### src/rtl/led_seq_pkg.sv
// Shared types and framing constants for the LED frame sequencer.
package led_seq_pkg;

    typedef enum logic [1:0] {
        ST_IDLE,
        ST_CTRL,
        ST_SETTLE,
        ST_DATA
    } state_e;

    localparam logic [7:0] CMD_DISP_CTRL = 8'h80;
    localparam logic [7:0] CMD_ADDR_BASE = 8'hC0;
    localparam logic [7:0] POS_CTRL      = 8'hFF;

    function automatic logic [7:0] ctrl_byte(input logic disp_on, input logic [2:0] bright);
        return CMD_DISP_CTRL | {4'b0000, disp_on, bright};
    endfunction

endpackage

### src/rtl/led_tick_gen.sv
// Free-running refresh counter 0..PERIOD-1; o_tick is high during the wrap cycle.
module led_tick_gen #(
    parameter int unsigned PERIOD = 12_000_000
) (
    input  logic clk,
    input  logic rst,
    output logic o_tick
);

    localparam int unsigned CW = (PERIOD > 1) ? $clog2(PERIOD) : 1;
    localparam logic [CW-1:0] CNT_LAST = CW'(PERIOD - 1);

    logic [CW-1:0] cnt_q, cnt_d;

    always_comb begin
        o_tick = (cnt_q == CNT_LAST);
        cnt_d  = o_tick ? '0 : cnt_q + CW'(1);
    end

    always_ff @(posedge clk or posedge rst) begin
        if (rst) begin
            cnt_q <= '0;
        end else begin
            cnt_q <= cnt_d;
        end
    end

endmodule

### src/rtl/led_frame_sequencer.sv
// Streams a host-written DEPTH-byte frame (control byte, settle pause, data bytes) to the LED byte writer.
// Build option LED_SEQ_DIRTY_EN: periodic ticks refresh only when pixels or control settings changed.
module led_frame_sequencer
    import led_seq_pkg::*;
#(
    parameter int unsigned CLK_HZ        = 12_000_000,
    parameter int unsigned REFRESH_HZ    = 1,
    parameter int unsigned DEPTH         = 16,
    parameter int unsigned SETTLE_CYCLES = 1200,
    parameter int unsigned AW            = (DEPTH > 1) ? $clog2(DEPTH) : 1
) (
    input  logic          CLK,
    input  logic          RST,
    input  logic          i_wr_en,
    input  logic [AW-1:0] i_wr_addr,
    input  logic [7:0]    i_wr_data,
    input  logic [2:0]    i_bright,
    input  logic          i_disp_on,
    input  logic          i_force,
    input  logic          i_busy,
    output logic          o_valid,
    output logic [7:0]    o_pos,
    output logic [7:0]    o_value,
    output logic          o_frame_busy,
    output logic          o_frame_done,
    output logic          o_tick
);

    localparam int unsigned PERIOD      = CLK_HZ / REFRESH_HZ;
    localparam int unsigned SW          = (SETTLE_CYCLES > 1) ? $clog2(SETTLE_CYCLES) : 1;
    localparam logic [SW-1:0] SETTLE_LAST = SW'(SETTLE_CYCLES - 1);
    localparam logic [AW-1:0] IDX_LAST    = AW'(DEPTH - 1);
    localparam logic [AW:0]   DEPTH_W     = (AW + 1)'(DEPTH);

    state_e        state_q, state_d;
    logic [AW-1:0] idx_q, idx_d;
    logic [SW-1:0] settle_q, settle_d;
    logic          force_pend_q, force_pend_d;
    logic          valid_q, valid_d;
    logic [7:0]    pos_q, pos_d;
    logic [7:0]    value_q, value_d;
    logic          done_q, done_d;
    logic [7:0]    fb_q [DEPTH];
    logic [7:0]    fb_d [DEPTH];

    logic tick, tick_start, start, issue, wr_ok;

    led_tick_gen #(.PERIOD(PERIOD)) u_tick (
        .clk    (CLK),
        .rst    (RST),
        .o_tick (tick)
    );

`ifdef LED_SEQ_DIRTY_EN
    logic       dirty_q, dirty_d;
    logic [3:0] last_ctrl_q, last_ctrl_d;
    logic [3:0] ctrl_now;

    assign ctrl_now   = {i_disp_on, i_bright};
    assign tick_start = tick && dirty_q;

    // Control drift only counts while idle; a frame being sent picks up the new value itself.
    always_comb begin
        dirty_d     = start ? wr_ok
                            : (dirty_q || wr_ok || (state_q == ST_IDLE && ctrl_now != last_ctrl_q));
        last_ctrl_d = (state_q == ST_CTRL && issue) ? ctrl_now : last_ctrl_q;
    end

    always_ff @(posedge CLK or posedge RST) begin
        if (RST) begin
            dirty_q     <= 1'b1;
            last_ctrl_q <= '0;
        end else begin
            dirty_q     <= dirty_d;
            last_ctrl_q <= last_ctrl_d;
        end
    end
`else
    assign tick_start = tick;
`endif

    assign wr_ok = i_wr_en && ({1'b0, i_wr_addr} < DEPTH_W);
    assign start = (state_q == ST_IDLE) && (tick_start || force_pend_q);
    assign issue = !i_busy && !valid_q;

    always_comb begin
        fb_d = fb_q;
        if (wr_ok) begin
            fb_d[i_wr_addr] = i_wr_data;
        end
        force_pend_d = start ? 1'b0 : (force_pend_q || i_force);
    end

    always_comb begin
        state_d  = state_q;
        idx_d    = idx_q;
        settle_d = settle_q;
        valid_d  = 1'b0;
        pos_d    = pos_q;
        value_d  = value_q;
        done_d   = 1'b0;
        case (state_q)
            ST_IDLE: begin
                if (start) begin
                    state_d = ST_CTRL;
                end
            end
            ST_CTRL: begin
                if (issue) begin
                    valid_d  = 1'b1;
                    pos_d    = POS_CTRL;
                    value_d  = ctrl_byte(i_disp_on, i_bright);
                    settle_d = '0;
                    state_d  = ST_SETTLE;
                end
            end
            ST_SETTLE: begin
                if (settle_q == SETTLE_LAST) begin
                    idx_d   = '0;
                    state_d = ST_DATA;
                end else begin
                    settle_d = settle_q + SW'(1);
                end
            end
            ST_DATA: begin
                // Buffer read is combinational, so a same-cycle host write to idx is not seen here.
                if (issue) begin
                    valid_d = 1'b1;
                    pos_d   = CMD_ADDR_BASE | 8'(idx_q);
                    value_d = fb_q[idx_q];
                    if (idx_q == IDX_LAST) begin
                        done_d  = 1'b1;
                        idx_d   = '0;
                        state_d = ST_IDLE;
                    end else begin
                        idx_d = idx_q + AW'(1);
                    end
                end
            end
            default: state_d = ST_IDLE;
        endcase
    end

    always_ff @(posedge CLK or posedge RST) begin
        if (RST) begin
            state_q      <= ST_IDLE;
            idx_q        <= '0;
            settle_q     <= '0;
            force_pend_q <= 1'b0;
            valid_q      <= 1'b0;
            pos_q        <= '0;
            value_q      <= '0;
            done_q       <= 1'b0;
            for (int i = 0; i < DEPTH; i++) begin
                fb_q[i] <= '0;
            end
        end else begin
            state_q      <= state_d;
            idx_q        <= idx_d;
            settle_q     <= settle_d;
            force_pend_q <= force_pend_d;
            valid_q      <= valid_d;
            pos_q        <= pos_d;
            value_q      <= value_d;
            done_q       <= done_d;
            fb_q         <= fb_d;
        end
    end

    assign o_valid      = valid_q;
    assign o_pos        = pos_q;
    assign o_value      = value_q;
    assign o_frame_done = done_q;
    assign o_frame_busy = (state_q != ST_IDLE);
    assign o_tick       = tick;

endmodule

### config.mk
export PLATFORM = sky130hd
export DESIGN_NAME = led_frame_sequencer
export DESIGN_NICKNAME = d
export VERILOG_FILES = /design/src/rtl/led_seq_pkg.sv /design/src/rtl/led_tick_gen.sv /design/src/rtl/led_frame_sequencer.sv
export SDC_FILE = /design/constraint.sdc
export NUM_CORES = 1
export LEC_CHECK = 0
export ABC_AREA = 1
export BUFFER_PORTS_ARGS = -buffer_cell sky130_fd_sc_hd__buf_2
export CAP_MARGIN = 30
export CORE_MARGIN = 2
export CORE_UTILIZATION = 58
export CTS_BUF_LIST = sky130_fd_sc_hd__clkbuf_8
export CTS_CLUSTER_DIAMETER = 120
export DETAILED_ROUTE_END_ITERATION = 6
export GPL_TIMING_DRIVEN = 0
export MAX_ROUTING_LAYER = met4
export PLACE_DENSITY = 0.79
export SLEW_MARGIN = 20
export SYNTH_ARGS = -nofsm -noshare
export SYNTH_HDL_FRONTEND = slang
export SYNTH_HIERARCHICAL = 1
export SYNTH_SLANG_ARGS = --single-unit
export TNS_END_PERCENT = 5
### constraint.sdc
create_clock -name CLK -period 5.16 [get_ports CLK]
set_clock_uncertainty 0.2 [all_clocks]
set_input_delay 0.516 -clock CLK [delete_from_list [all_inputs] [get_ports CLK]]
set_output_delay 0.516 -clock CLK [all_outputs]
set_load 0.005 [all_outputs]
# After elaboration in Yosys (flattened, before gate mapping)
# Index checks and enable logic that the tools add are counted.
classes:
  n_addsub: 3
  magnitude_cmp: 3
  muxes: 32
  reduce_logical: 17
  bitwise: 2
  eq_ne: 12
ops:
  columns: ["operator", "n"]
  rows:
  - ["$bwmux W128", 1]
  - ["$mux W8", 7]
  - ["$bmux W8 S4", 1]
  - ["$demux W8 S4", 1]
  - ["$pmux W8 S2", 2]
  - ["$add A24 B1 Y24 const B", 1]
  - ["$eq A24 B24 Y1 const B", 1]
  - ["$mux W24", 1]
  - ["$mux W11", 2]
  - ["$pmux W11 S2", 1]
  - ["$mux W4", 3]
  - ["$ne A2 B2 Y1 const B", 6]
  - ["$add A11 B1 Y11 const B", 1]
  - ["$eq A11 B11 Y1 const B", 1]
  - ["$ge A5 B5 Y1 const B", 2]
  - ["$mux W2", 5]
  - ["$not A4 Y5", 2]
  - ["$reduce_and A3 Y1", 3]
  - ["$pmux W2 S4", 1]
  - ["$pmux W4 S2", 1]
  - ["$reduce_bool A2 Y1", 4]
  - ["$mux W1", 6]
  - ["$lt A5 B1 Y1 const B", 1]
  - ["$reduce_and A5 Y1", 1]
  - ["9 further kinds", 14]
totals:
  elab_cells: 94
  output_inout_bits: 20
  inputBits: 21
  reg_bits: 188

# Logic depth before layout (Yosys ltp)
logic_depth:
  ltp_word: 6
  depth_mapped: 12
  mapped_depth_nobuf: 12

# Hierarchy
# Netlist, hierarchy kept.
by_module_without_submodules:
  columns: ["mod", "n_inst", "cells_per_inst", "area_each_um2"]
  rows:
  - ["led_frame_sequencer", 1, 991, 7850.0]
  - ["led_tick_gen", 1, 181, 1401.3]

# Worst setup path after synthesis
# No wires, ideal clock.
synth_timing:
  path_type: "flip-flop to flip-flop"
  from: "register state_q[0]"
  to: "register pos_q[6] (netlist: o_pos[6])"
  arrival_time_ps: 1553
  stages_incl_launch_ff: 7
  slack_ps: 3280
  path_cell_list: "dfrtp_1 -> ha_1 -> buf_2 -> o21ai_2 -> inv_1 -> buf_4 -> or2_2"
synth_between:
  elab_chain_len: 3
synth_lines:
  columns: ["item", "line", "source"]
  rows:
  - ["start, declared", "led_frame_sequencer.sv:35", "state_e state_q, state_d;"]
  - ["start signal, assigned", "led_frame_sequencer.sv:158", "state_q <= state_d;"]
  - ["$eq A2 B1 Y1 or $eq A2 B2 Y1 (tied branches)", "led_frame_sequencer.sv:102", "case (state_q)"]
  - ["$ne A2 B2 Y1 (no source line) or $reduce_bool A2 Y1 (tied branches)", null, null]
  - ["$reduce_and A3 Y1 (no source line)", null, null]
  - ["end signal, assigned", "led_frame_sequencer.sv:163", "pos_q <= pos_d;"]
  - ["end, declared", "led_frame_sequencer.sv:40", "logic [7:0] pos_q, pos_d;"]
# Several ways; a longest one is shown, not always the timed one.
# A chain may end at the register's enable or synchronous reset.

# Final worst setup path
layout_timing:
  from: "register u_tick.cnt_q[0]"
  to: "output o_tick"
layout_between:
  elab_chain_len: 1
layout_lines:
  columns: ["item", "line", "source"]
  rows:
  - ["start, declared", "led_tick_gen.sv:13", "logic [CW-1:0] cnt_q, cnt_d;"]
  - ["start signal, assigned", "led_tick_gen.sv:24", "cnt_q <= cnt_d;"]
  - ["$eq A24 B24 Y1", "led_tick_gen.sv:16", "o_tick = (cnt_q == CNT_LAST);"]
  - ["end, declared", "led_frame_sequencer.sv:26", "output logic o_tick"]
# Every way passes these cells.

==> out/metrics.yaml <==
vias: 8048
post_cts_resized: 0
synth-edff-count: 0
combPwrFrac: 0.300
sequentialPowerShare: 0.462
synth_area_leaders: "dfrtp_1 50%, nand2_1 14%, o21ai_0 6.1%"
postCtsSetupBuffers: 0
crit_fanout: 9
die-area_sq_um: 17000
netlist_instances: 1172
synth_area_sq_um: 9250
tightest_slew_ns: 0.764
rsz0062_at_grt: "false"
fillers: 1359
layout.nets: 1262
clock_latency_ns: 0.48
drive_gt1_frac: 0.130
dr.max_layer_used: "met4"
track_usage: 0.321
cp.required_ns: 4.44
ir_worst_vdd_uv: 304
setup_viol: 0
regToRegSetupSlack_ns: 2.96
relSlewSlack: 0.491
gp_congestion: 1.01
synthFlopType: "dfrtp_1"
syn2layout_area_growth_pct: 9.95
firstDrtPassIters: 5
wl_per_cell_um: 16.8
place_inst: 1429
start_util: 0.589
fin_ws_ns: 2.53
hold_viol: 0
holdPathStages: 2
postCtsHoldBufs: 1
routed_wl_um: 24600
yosysWarnings: 6
yosysUniqueCellTypes: 35
synthesis.nets: 1200
clkPwrFrac: 0.239
n_antenna_cell: 0
antenna_left: 0
overflow: 0
fp.dieH_um: 130
synthArstFlopShare: 1.00
grt_max_degree: 83
wl_met1_um: 10200
post-route-period-util: 0.511
htreeDepth: 4
wl_met3_um: 1710
root_buffer: "clkbuf_8"
remaining_drc_errors: 0
arrival_ns: 1.92
synth_most_common_cell: "nand2_1"
wl_met2_um: 11700
vias_per_cell: 5.50
yosysTopAreaCell: "dfrtp_1"
antenna_found_initial: 0
min_path_type: "input port to register"
placed_cell_area_sq_um: 9760
core-area_sq_um: 15700
cellInternalPower_mw: 2.59
syn_area_per_cell_sq_um: 7.89
finalInstanceArea_sq_um: 10200
p_switching_mw: 1.52
grt_pass1_vias: 7704
drtIter0Drc: 784
p_per_area_nw_per_um2: 404
switching_share: 0.369
layout.cells.non_filler: 1463
grt_pass1_wl_um: 39900
worstSetupPathType: "register to primary output"
netlist.area_leader.share: 0.503
clk_pin_slew_ns: 0.10
worstRegToRegCells: 7
period_needed_ns: 2.63
synthTopCellsByCount: "340 x nand2_1, 186 x dfrtp_1, 132 x nor2_1, 113 x o21ai_0, 90 x inv_1"
cp-start-kind: "register"
yosysSeqAreaShare: 0.503
p_leak_nw: 4.96
dp_worst_setup_slack_ns: 2.88
status: "finished clean"
dieWidth_um: 130
finalMaxSlewViolations: 0
dp_hpwl_um: 17500
numCtsBuffers: 17
synth-seq-cells: 186
fin_util: 0.647
maxCapViolations: 0
pin_count: 41
portBuffers: 40
clockBufferDepth: 2
cp-end-kind: "primary output"
clock-sinks: 186
rows: 46
cts_tree: "yes"
fmax_mhz: 380
-- flip-flops by register name (all words and copies together), names as in the netlist --
signal and count:
fb_q 128, o_pos 6, idx_q 4, o_valid 1, state_q 2, o_value 8
settle_q 11, o_frame_done 1, u_tick/cnt_q 24, force_pend_q 1
-- critical path, cell delays in order, from the launching register on --
cell      delay, ns
dfrtp_1        0.40
ha_1           0.18
nand2_1        0.09
nor2_2         0.16
nand2_2        0.12
clkinv_2       0.11
nand3_4        0.15
inv_2          0.12
buf_2          0.11
-- cell type report --
type	count	area, sq um	area share
sequential	186	4650	0.458
multi-input combinational	833	3940	0.387
inverter	101	388	0.0381
buffer	52	280	0.0276
tap	216	270	0.0266
clock buffer	19	262	0.0257
timing repair buffer	43	253	0.0248
clock inverter	13	129	0.0127
-- power groups by stage --
stage	Sequential (mW)	Clock, mW	Combinational [mW]
CTS	1.89	0.991	1.22
floorplan	1.88	0	0.809
detailed placement	1.92	0	1.21
global placement	1.91	0	1.17
finish	1.90	0.982	1.23
global route	1.93	1.06	1.38
-- logic make-up after synthesis --
kind of cell | synth area share
compound gates | 0.126
buf+inv | 0.0714
flops | 0.503
simple gates | 0.274
xor+xnor | 0.0151
fa+ha+maj | 0.00947
-- per-layer routing --
metal / global-route usage / vias to the layer above
met4: 0.149 / 0
met2: 0.499 / 312
met1: 0.408 / 3800
li1: - / 3869
met3: 0.0656 / 67
met5: - / -
-- cell usage in the layout (no fill, tap or decap), drive strengths merged --
cell | netlist | layout
nand2 | 354 | 354
clkinvlp | 0 | 1
nor3 | 8 | 8
o21bai | 2 | 2
nand3b | 2 | 2
bufinv | 0 | 2
nand3 | 64 | 64
clkbuf | 19 | 38
xor2 | 13 | 13
buf | 33 | 75
dlygate4sd3 | 0 | 1
o21ai | 183 | 183
nor2 | 155 | 155
clkinv | 5 | 11
o21a | 1 | 1
a21oi | 16 | 16
ha | 7 | 7
inv | 96 | 100
or2 | 2 | 2
nand4 | 5 | 5
o211ai | 16 | 16
dfrtp | 186 | 186
a31oi | 2 | 2
xnor2 | 3 | 3
-- worst paths after layout --
check / endpoint / startpoint
setup / recovery: o_tick / u_tick/cnt_q[0]
hold / removal: force_pend_q / i_force
setup reg to reg: o_value[6] / idx_q[0]
hold reg to reg: u_tick/cnt_q[0] / u_tick/cnt_q[0]
max in group asynchronous: fb_q[42] / RST
min in group asynchronous: u_tick/cnt_q[17] / RST
-- through the flow --
stage,power (mW),setup TNS [ns],hold slack (ns)
after floorplan,2.69,0,0.243
after global placement,3.09,-276.47,0.258
after detailed placement,3.13,0,0.268
after CTS,4.10,0,0.0305
after global routing,4.36,0,0.0290
final,4.11,0,0.0368
No activity file was read; power rests on OpenSTA's default activity.
